`src/rtl/cpu_defs.sv`:
```
// cpu_defs: definitions shared by the front-end blocks.
//   if_state_e  - instruction fetch FSM encodings (IF_RUN / IF_HALT)
//   IMEM_WORDS  - instruction memory depth in 32-bit words
//   RESET_PC    - default program counter after reset
//   NOP         - all-zero instruction word used as the cleared output value
package cpu_defs;

    typedef enum logic {
        IF_RUN  = 1'b0,
        IF_HALT = 1'b1
    } if_state_e;

    localparam int          IMEM_WORDS = 1024;
    localparam logic [31:0] RESET_PC   = 32'h0000_0000;
    localparam logic [31:0] NOP        = 32'h0000_0000;

endpackage

```
`src/rtl/ifetch.sv`:
```
// ifetch: instruction fetch unit.
//   Owns the PC, presents it to a combinational instruction ROM and registers
//   the returned word (with its PC) into a one-entry valid/ready output stage.
//   Redirects from later stages flush that stage; an illegal fetch or redirect
//   address halts the unit with a sticky fault until reset.
// Ports:
//   clk, rst          - clock, synchronous active-high reset
//   imem_addr   out   - byte address to the ROM (the PC register itself)
//   imem_instr  in    - ROM word for imem_addr
//   redirect_valid/redirect_pc in - PC change request
//   out_valid/out_ready/out_instr/out_pc - output stage toward decode
//   fault       out   - sticky illegal-address indication
module ifetch
    import cpu_defs::*;
#(
    parameter logic [31:0] RESET_PC   = cpu_defs::RESET_PC,
    parameter int          IMEM_WORDS = cpu_defs::IMEM_WORDS
) (
    input  logic        clk,
    input  logic        rst,
    output logic [31:0] imem_addr,
    input  logic [31:0] imem_instr,
    input  logic        redirect_valid,
    input  logic [31:0] redirect_pc,
    output logic        out_valid,
    input  logic        out_ready,
    output logic [31:0] out_instr,
    output logic [31:0] out_pc,
    output logic        fault
);

    // 33-bit compare so a large IMEM_WORDS cannot wrap the limit.
    localparam logic [32:0] LIMIT = 33'(IMEM_WORDS) << 2;

    if_state_e   state, state_n;
    logic [31:0] pc, pc_n;
    logic        valid_n;
    logic [31:0] instr_n, opc_n;
    logic        fault_n;

    logic slot_free;
    logic redirect_bad;
    logic pc_bad;

    assign slot_free    = !out_valid || out_ready;
    assign redirect_bad = (redirect_pc[1:0] != 2'b00) || ({1'b0, redirect_pc} >= LIMIT);
    // Checked before every fetch, so PC running off the ROM end halts before
    // the +4 arithmetic could ever wrap back to low addresses.
    assign pc_bad       = {1'b0, pc} >= LIMIT;

    assign imem_addr = pc;

    always_comb begin
        state_n = state;
        pc_n    = pc;
        valid_n = out_valid;
        instr_n = out_instr;
        opc_n   = out_pc;
        fault_n = fault;
        case (state)
            IF_RUN: begin
                if (redirect_valid && redirect_bad) begin
                    fault_n = 1'b1;
                    state_n = IF_HALT;
                    valid_n = 1'b0;
                end else if (redirect_valid) begin
                    // Flush: whatever sits in the output stage is wrong-path.
                    pc_n    = redirect_pc;
                    valid_n = 1'b0;
                end else if (pc_bad && slot_free) begin
                    fault_n = 1'b1;
                    state_n = IF_HALT;
                    valid_n = 1'b0;
                end else if (slot_free) begin
                    instr_n = imem_instr;
                    opc_n   = pc;
                    valid_n = 1'b1;
                    pc_n    = pc + 32'd4;
                end
            end
            default: begin
                // HALT: everything holds; out_valid was cleared on entry.
            end
        endcase
    end

    always_ff @(posedge clk) begin
        if (rst) begin
            state     <= IF_RUN;
            pc        <= RESET_PC;
            out_valid <= 1'b0;
            out_instr <= NOP;
            out_pc    <= 32'h0;
            fault     <= 1'b0;
        end else begin
            state     <= state_n;
            pc        <= pc_n;
            out_valid <= valid_n;
            out_instr <= instr_n;
            out_pc    <= opc_n;
            fault     <= fault_n;
        end
    end

endmodule

```
`config.mk`:
```
export PLATFORM = sky130hd
export DESIGN_NAME = ifetch
export DESIGN_NICKNAME = d
export VERILOG_FILES = /design/src/rtl/cpu_defs.sv /design/src/rtl/ifetch.sv
export SDC_FILE = /design/constraint.sdc
export NUM_CORES = 1
export LEC_CHECK = 0
export BUFFER_PORTS_ARGS = -buffer_cell sky130_fd_sc_hd__buf_4
export CORE_MARGIN = 10
export CORE_UTILIZATION = 35
export CTS_BUF_LIST = sky130_fd_sc_hd__clkbuf_2
export CTS_CLUSTER_DIAMETER = 50
export DETAILED_ROUTE_END_ITERATION = 8
export PLACE_DENSITY_LB_ADDON = 0.25
export REMOVE_ABC_BUFFERS = 1
export SLEW_MARGIN = 20
export SYNTH_ARGS = -nofsm -noshare
export SYNTH_HDL_FRONTEND = slang
export SYNTH_SLANG_ARGS = --single-unit
```
`constraint.sdc`:
```
create_clock -name clk -period 2.3 [get_ports clk]
set_clock_uncertainty 0.15 [all_clocks]
set_input_delay 0.46 -clock clk [delete_from_list [all_inputs] [get_ports clk]]
set_output_delay 0.46 -clock clk [all_outputs]
set_load 0.01 [all_outputs]
```
==> metrics.txt <==
outcome=complete, no violations; n_diodes=0; GRT Overall Usage=14.9%; commonest cells after routing, fill and taps aside=180 x buf_4, 98 x nand2_1, 98 x dfxtp_1, 57 x a21oi_1, 35 x dlygate4sd3_1; floorplan row count=37; MaxCap Viol Count=0; DRC errors left=0; Starting Density=35.5%; filler-free cell count of the finished design=750; sequential share of the synthesized area=54.8%; Inst Count DP=699; die width=122 um; Leakage Power=2.44 nW; first-pass GRT wire length=18.0 mm; Tmin final=2.17 ns; RePlAce Congestion=0.774; reg2reg setup slack=0.13 ns; CTS tree=done; final antenna-violating net count=0; maximum clock path buffer count=2; crit path buf inv count=1; antenna violations before repair=0; Cell variety after synth=36; synthesized flop and latch total=99; final wirelength=11.4 mm; nature of the critical path startpoint=flop; DR vias/cell=4.71; GRT overflow=0; commonest non-fill, non-tap cell in the layout=buf_4; fin util=53.8%; CP Class=flop to flop; Via Count=3533; root buffer cell=clkbuf_2; Worst setup EP type=flop; starting DRC count in detailed routing=196; Slew Limit Fails=0; VDD IR-drop max=0.208 mV; syn avg cell area=8.80 um2; CP max stage cell=or4_1; Setup WS post-layout=0.126 ns; Num CTS Buffers=9; critical-path cell list=or4_1 > nor3_2 > and3_2 > buf_4 > o22ai_1 > a32o_1; synthesized cell area=3620 um2; core area=10200 um2; Area Growth Syn to Fin=51.4%; family with the most delay on the worst path=simple AND/OR/NAND/NOR gates; largest net degree at the start of global routing=37; Arrival @ worst endpoint=2.51 ns; Max H-tree Level=3; CP Launch Point=imem_addr[14]; Post-Syn Instances=411; reg2reg start=imem_addr[14]; Slew @ Worst Pin=0.582 ns; HP Start=redirect_pc[5]; clock sink total=99; Ys Warns=0; share of cells above drive strength 1=33.6%; IO Pins=166; worst-skew pair later-pin latency=0.57 ns; Setup violations, final=0; Post-CTS Setup Inserts=0; clk slew on worst S/H paths=0.29 ns; die height=122 um; pre-CTS setup slack=-0.184 ns; vias in the first global route=3499; Fin. Hold Viols=0; I/O Buffers=165; Fmax=460 MHz; max_slew headroom=61.2%; drt wl/cell=15.2 um; CP Max Fanout=13; Post-DP HPWL=8.51 mm; Final Hold Slack=0.0785 ns; die area=14800 um2; pwr dens=574 nW/um2; router iterations before antenna repair=5; RSZ-0062 raised after global routing=false; fin crit share=94.5%; Max stage delay on crit path=0.52 ns; Critical Path RT=2.63 ns; HP Class=primary input to flop; NumNets Final=679
-- area by class of cell --
type                            instances  area, um2
Clock inverter                          7       57.6
Timing Repair Buffer                  216       1720
Sequential cell                        99       1980
Clock buffer                            9       45.0
Inverter                                5       18.8
Multi-Input combinational cell        278       1480
Fill cell                             952       4710
Tap cell                              136        170
-- synth_stat cells --
cell type | instances | share of area (%)
o21a_1 | 3 | 0.62
o22ai_2 | 1 | 0.35
buf_4 | 1 | 0.21
a221oi_1 | 1 | 0.24
o22ai_1 | 3 | 0.52
buf_2 | 4 | 0.55
mux2i_1 | 1 | 0.28
a32o_1 | 4 | 1.1
inv_1 | 5 | 0.52
or4_1 | 3 | 0.62
a211oi_1 | 1 | 0.21
o32ai_2 | 1 | 0.45
ha_1 | 2 | 0.69
nand3_1 | 8 | 1.1
nor4_1 | 6 | 1.0
and4_1 | 2 | 0.48
o32ai_1 | 3 | 0.73
nand4_1 | 1 | 0.17
nor3b_1 | 4 | 0.83
a221oi_2 | 1 | 0.42
dfxtp_1 | 99 | 55
buf_1 | 2 | 0.21
and3_1 | 19 | 3.3
nor3_1 | 7 | 0.97
a32oi_1 | 3 | 0.73
nor3_2 | 1 | 0.28
buf_6 | 4 | 1.2
a22oi_1 | 5 | 1.0
nor4b_1 | 1 | 0.24
and2_1 | 22 | 3.8
o21ai_0 | 3 | 0.42
clkbuf_1 | 18 | 1.9
a31oi_1 | 2 | 0.35
nor2_1 | 15 | 1.6
a21oi_1 | 57 | 7.9
nand2_1 | 98 | 10
-- cells by family (layout without fill, tap and decap cells) --
kind of cell,count (synthesis),count (layout),share of synthesized area (%)
flops,99,99,54.8
compound gates,88,88,15.1
fa+ha+maj,2,2,0.692
simple gates,187,187,24.6
mux,1,1,0.277
buf+inv,34,237,4.60
-- metal layers --
metal / GRT usage (%) / up-vias / routed length, um
li1: - / 1810 / -
met1: 17.9 / 1586 / 4880
met2: 23.6 / 127 / 5250
met3: 6.48 / 10 / 1110
met4: 4.47 / 0 / 134
met5: 0 / - / 0
-- power breakdown --
part / internal (W) / total [W] / switching, W / leakage, nW
combinational: 0.000277 / 0.000543 / 0.000266 / 1.58
sequential: 0.00178 / 0.00183 / 0.0000420 / 0.804
clock: 0.000159 / 0.000776 / 0.000617 / 0.0608
total: 0.00222 / 0.00315 / 0.000926 / 2.44
-- what timing repair did --
item,in CTS,in global routing
resized for setup,0,6
hold buffers,34,1
hold endpoints to repair,38,1
setup endpoints to repair,0,55
-- path summary, 6_finish.rpt --
check                                      to  depth (start not counted)
worst min register to register  out_instr[18]                          2
worst max-delay path             imem_addr[7]                          6
worst min-delay path             imem_addr[5]                          3
worst max register to register   imem_addr[7]                          6
-- worst min-delay path: stages --
cell	delay [ns]
buf_4	0.11
a21oi_1	0.13
o32ai_1	0.08
-- sequential cells by signal, summed over array words and instances (netlist names) --
signal / flops
fault: 1
out_instr: 32
out_pc: 32
out_valid: 1
imem_addr: 32
state: 1
-- stage by stage --
step | setup TNS [ns] | area (um2) | power [W]
finish | 0 | 5480 | 0.00315
global route | 0 | 5480 | 0.00333
CTS | 0 | 5450 | 0.00318
detailed placement | -3.74 | 5000 | 0.00235
global placement | -1.08 | 5000 | 0.00234
floorplan | -38.16 | 3470 | 0.00205
(Power assumes the default switching activity.)
